==> config.mk <==
export PLATFORM = sky130hd
export DESIGN_NAME = adder_sequencer
export DESIGN_NICKNAME = d
export VERILOG_FILES = /design/src/rtl/adder_sequencer.sv
export SDC_FILE = /design/constraint.sdc
export NUM_CORES = 1
export LEC_CHECK = 0
export BUFFER_PORTS_ARGS = -buffer_cell sky130_fd_sc_hd__buf_2
export CORE_ASPECT_RATIO = 0.8
export CORE_MARGIN = 5
export CORE_UTILIZATION = 43
export CTS_BUF_LIST = sky130_fd_sc_hd__clkbuf_8 sky130_fd_sc_hd__clkbuf_16
export CTS_CLUSTER_DIAMETER = 120
export CTS_CLUSTER_SIZE = 30
export DETAILED_ROUTE_END_ITERATION = 10
export GPL_ROUTABILITY_DRIVEN = 0
export PLACE_DENSITY_LB_ADDON = 0.15
export SKIP_LAST_GASP = 1
export SLEW_MARGIN = 15
export SYNTH_ARGS = -nofsm -noshare
export SYNTH_HDL_FRONTEND = slang
export SYNTH_SLANG_ARGS = --single-unit
==> constraint.sdc <==
create_clock -name clk -period 1.5 [get_ports clk]
set_input_delay 0.3 -clock clk [delete_from_list [all_inputs] [get_ports clk]]
set_output_delay 0.3 -clock clk [all_outputs]
set_load 0.05 [all_outputs]
==> src/rtl/adder_sequencer.sv <==
// -----------------------------------------------------------------------------
// adder_sequencer
//
// Sequences one operation at a time through an external combinational full
// adder. An operand set is accepted in IDLE, presented to the adder during
// CALC, and the registered result (sum, carry-out, zero and two's-complement
// overflow flags) is offered in DONE until the consumer takes it. Accumulate
// mode reuses the previous sum and carry-out as operand A and carry-in.
//
// Handshake: a transfer happens on a rising edge where valid and ready are
// both 1. Ready never depends on valid on the same side. The producer must
// hold its data stable while valid=1 and ready=0, and the block holds its
// result stable while out_valid=1 and out_ready=0.
//
// Ports
//   clk, rst_n             clock, asynchronous active-low reset
//   in_valid/in_ready      operand-set handshake
//   in_a, in_b, in_cin     operands and carry-in
//   in_acc                 accumulate: A <- last sum, cin <- last carry-out
//   add_a/add_b/add_cin    operands driven to the external adder
//   add_sum/add_cout       combinational result from the external adder
//   out_valid/out_ready    result handshake
//   out_sum, out_cout      registered result
//   out_zero, out_ovf      registered zero and signed-overflow flags
//   dbg_state              current FSM state (0=IDLE, 1=CALC, 2=DONE)
// -----------------------------------------------------------------------------
module adder_sequencer #(
    parameter int N = 4
) (
    input  logic         clk,
    input  logic         rst_n,
    input  logic         in_valid,
    output logic         in_ready,
    input  logic [N-1:0] in_a,
    input  logic [N-1:0] in_b,
    input  logic         in_cin,
    input  logic         in_acc,
    output logic [N-1:0] add_a,
    output logic [N-1:0] add_b,
    output logic         add_cin,
    input  logic [N-1:0] add_sum,
    input  logic         add_cout,
    output logic         out_valid,
    input  logic         out_ready,
    output logic [N-1:0] out_sum,
    output logic         out_cout,
    output logic         out_zero,
    output logic         out_ovf,
    output logic [1:0]   dbg_state
);

    typedef enum logic [1:0] {
        IDLE = 2'd0,
        CALC = 2'd1,
        DONE = 2'd2
    } state_t;

    state_t         state_q, state_d;
    logic [N-1:0]   op_a_q, op_a_d;
    logic [N-1:0]   op_b_q, op_b_d;
    logic           op_cin_q, op_cin_d;
    logic [N-1:0]   out_sum_q, out_sum_d;
    logic           out_cout_q, out_cout_d;
    logic           out_zero_q, out_zero_d;
    logic           out_ovf_q, out_ovf_d;

    always_ff @(posedge clk or negedge rst_n) begin
        if (!rst_n) begin
            state_q    <= IDLE;
            op_a_q     <= '0;
            op_b_q     <= '0;
            op_cin_q   <= 1'b0;
            out_sum_q  <= '0;
            out_cout_q <= 1'b0;
            out_zero_q <= 1'b0;
            out_ovf_q  <= 1'b0;
        end else begin
            state_q    <= state_d;
            op_a_q     <= op_a_d;
            op_b_q     <= op_b_d;
            op_cin_q   <= op_cin_d;
            out_sum_q  <= out_sum_d;
            out_cout_q <= out_cout_d;
            out_zero_q <= out_zero_d;
            out_ovf_q  <= out_ovf_d;
        end
    end

    always_comb begin
        state_d    = state_q;
        op_a_d     = op_a_q;
        op_b_d     = op_b_q;
        op_cin_d   = op_cin_q;
        out_sum_d  = out_sum_q;
        out_cout_d = out_cout_q;
        out_zero_d = out_zero_q;
        out_ovf_d  = out_ovf_q;

        case (state_q)
            IDLE: begin
                if (in_valid) begin
                    // Accumulate chains off the result registers, which are
                    // left untouched when DONE exits for exactly this purpose.
                    op_a_d   = in_acc ? out_sum_q : in_a;
                    op_b_d   = in_b;
                    op_cin_d = in_acc ? out_cout_q : in_cin;
                    state_d  = CALC;
                end
            end
            CALC: begin
                out_sum_d  = add_sum;
                out_cout_d = add_cout;
                out_zero_d = (add_sum == '0);
                // Signed overflow: like-signed operands giving an
                // opposite-signed sum.
                out_ovf_d  = (op_a_q[N-1] == op_b_q[N-1]) &&
                             (add_sum[N-1] != op_a_q[N-1]);
                state_d    = DONE;
            end
            DONE: begin
                if (out_ready) begin
                    state_d = IDLE;
                end
            end
            default: begin
                state_d = IDLE;
            end
        endcase
    end

    // State is already IDLE during reset; gating with rst_n keeps in_ready
    // low for the whole reset period.
    assign in_ready  = rst_n && (state_q == IDLE);
    assign out_valid = (state_q == DONE);
    assign add_a     = op_a_q;
    assign add_b     = op_b_q;
    assign add_cin   = op_cin_q;
    assign out_sum   = out_sum_q;
    assign out_cout  = out_cout_q;
    assign out_zero  = out_zero_q;
    assign out_ovf   = out_ovf_q;
    assign dbg_state = state_q;

endmodule

==> flow_metrics.env <==
export IMPL_antenna_found_initial=0
export IMPL_num_rows=13
export IMPL_cts_root_buf="clkbuf_8"
export IMPL_track_usage_pct=12.9
export IMPL_synthCells=59
export IMPL_vias=581
export IMPL_die_w_um=57.4
export IMPL_hold_buffers=0
export IMPL_grt_max_degree=19
export IMPL_cp_top_family="flip-flops"
export IMPL_die_area_sq_um=2750
export IMPL_fillers=148
export IMPL_cp_num_buf_inv=2
export IMPL_clk_latency_ns=0.24
export IMPL_grt_pass1_vias=587
export IMPL_crit_path_end_kind="output pin"
export IMPL_worstMarginPinSlew_ns=0.415
export IMPL_slew_viol_final=0
export IMPL_cts_max_path_buffers=2
export IMPL_design_area_sq_um=1050
export IMPL_ys_ff_latch=18
export IMPL_initialDrtViolationCount=3
export IMPL_path_clk_slew_ns=0.06
export IMPL_worstPathArrival_ns=1.11
export IMPL_slowest_stage="dfrtp_2"
export IMPL_timing_rr_end="out_sum[0]"
export IMPL_syn_area_per_cell_sq_um=13.1
export IMPL_dr_pass1_iters=4
export IMPL_path_class="flip-flop to output pin"
export IMPL_synth_warnings=0
export IMPL_synth_top_area_share_pct=58.3
export IMPL_cts_tree="built"
export IMPL_setup_viol=0
export IMPL_drc=0
export IMPL_fmax_mhz=709
export IMPL_path_depth=3
export IMPL_grtUsageMet1_pct=16.4
export IMPL_grtUsageMet2_pct=20.3
export IMPL_cts_sinks=18
export IMPL_status="finished clean"
export IMPL_hold_violations=0
export IMPL_worst_path_largest_cell_delay_ns=0.45
export IMPL_chipHeight_um=47.9
export IMPL_worstPathRequired_ns=1.20
export IMPL_post_route_period_util_pct=94.0
export IMPL_fin_skew_ns=0.00246
export IMPL_r2r_slack_ns=0.13
export IMPL_ys_seq_area_share_pct=58.3
export IMPL_holdCritPathClass="input pin to async pin"
export IMPL_cp_start_kind="flip-flop"
export IMPL_start_util_pct=46.6
export IMPL_worstPathCellList="nand2b_1 -> inv_1 -> buf_4"
export IMPL_reg2reg_depth=2
export IMPL_ys_top_cells_by_area="dfrtp_1, mux2_2, mux2i_1, a21oi_2, nor2_1"
export IMPL_wire_per_inst_um=13.1
export IMPL_yosysUniqueCellTypes=17
export IMPL_hpwl_um=1260
export IMPL_grt_pass1_wl_um=2620
export IMPL_layout_min_cycle_time_ns=1.41
export IMPL_drtAntennaViolNets=0
export IMPL_ioPinCount=39
export IMPL_vias_per_cell=4.76
export IMPL_top_usage_layer="met2"
export IMPL_drive_above_1_share_pct=60.0
export IMPL_htree_levels=1
export IMPL_port_buffers=38
export IMPL_r2r_start="dbg_state[1]"
export IMPL_use_met3_pct=3.77
export IMPL_crit_path_start="dbg_state[0]"
export IMPL_cts_buffers_inserted=3
export IMPL_maxCapViolCount=0
export IMPL_endpoint="out_valid"
export IMPL_path_max_fanout=5
export IMPL_nets=121
export IMPL_grt_overflow_total=0
export IMPL_area_growth_pct=35.8
export IMPL_syn_nets=78
export IMPL_whs_ns=0.0259
export IMPL_routed_wl_um=1600
export IMPL_placed_area_sq_um=1000
export IMPL_synth_area_sq_um=773
export IMPL_num_antenna_cells=0
export IMPL_synth_top_cell_by_area="dfrtp_1"
export IMPL_fp_coreArea_sq_um=1660
export IMPL_rsz0062_at_grt="no"
export IMPL_maxSlewHeadroom_pct=72.4
[flip-flops by register name, summed over array words and instances (netlist names)]
| name | cells |
|---|---|
| out_zero | 1 |
| dbg_state | 2 |
| out_sum | 4 |
| out_ovf | 1 |
| add_cin | 1 |
| add_b | 4 |
| out_cout | 1 |
| add_a | 4 |
[kinds of logic after synthesis]
kind of cell,after synthesis,synth area share [%]
AOI/OAI and AO/OA,9,7.77
buffers and inverters,4,3.40
DFF,18,58.3
muxes,14,19.6
and+or+nand+nor,14,11.0
[placed cells by master, fill, tap and decap left out]
cell / Yosys / final
a21oi_1: 2 / 2
a21oi_2: 4 / 4
and3b_1: 1 / 1
buf_2: 0 / 36
buf_4: 1 / 5
clkbuf_8: 0 / 3
dfrtp_1: 18 / 17
dfrtp_2: 0 / 1
inv_1: 1 / 1
mux2_2: 9 / 9
mux2i_1: 5 / 5
nand2_1: 2 / 2
nand2b_1: 2 / 2
nor2_1: 6 / 6
nor3b_4: 1 / 2
o21ai_0: 3 / 3
or4_1: 1 / 1
[synthesized netlist by cell type (all sizes together)]
library cell	count
or4	1
nor3b	2
nand2b	2
buf	2
inv	1
a21oi	6
nand2	2
mux2i	5
mux2	9
nor2	6
dfrtp	18
clkbuf	1
and3b	1
o21ai	3
[worst min path at each step]
stage	from	end	slack, ns	cells past startpoint
finish	rst_n	add_a[0]	0.03	2
global route	rst_n	add_b[1]	0.04	2
CTS	rst_n	dbg_state[1]	0.03	2
detailed placement	rst_n	add_a[0]	0.29	2
global placement	rst_n	add_a[0]	0.31	2
floorplan	rst_n	add_a[0]	0.004	0
[layout make-up]
type                    count  area, sq um  share of cell area [%]
repair buffers             41          218                    20.7
inverters                   1         3.75                   0.358
flip-flops and latches     18          452                    43.0
multi-input cells          37          308                    29.3
clock buffers               3         41.3                    3.93
well taps                  22         27.5                    2.62
[layer usage]
metal | up-vias | routed length, um
met5 | - | 0
met4 | 0 | 8
met3 | 2 | 159
met2 | 23 | 698
met1 | 270 | 731
li1 | 286 | -
[stage by stage]
stage | worst slack, ns | utilization [%] | TNS, ns | instances
6_report | 0.0899 | 63.3 | 0 | 122
5_1_grt | 0.0208 | 63.3 | 0 | 122
4_1_cts | 0.00703 | 63.0 | 0 | 122
3_5_place_dp | 0.136 | 60.4 | 0 | 119
3_3_place_gp | 0.185 | 60.4 | 0 | 119
2_1_floorplan | -0.00907 | - | -0.0484 | 59
[what timing repair did]
action	CTS	global route
buffers inserted	0	0
setup endpoints to repair	1	2
resized for setup	1	3
Power is not shown: default switching activity piles up to over one toggle a cycle in this logic, so the estimate is an artifact.
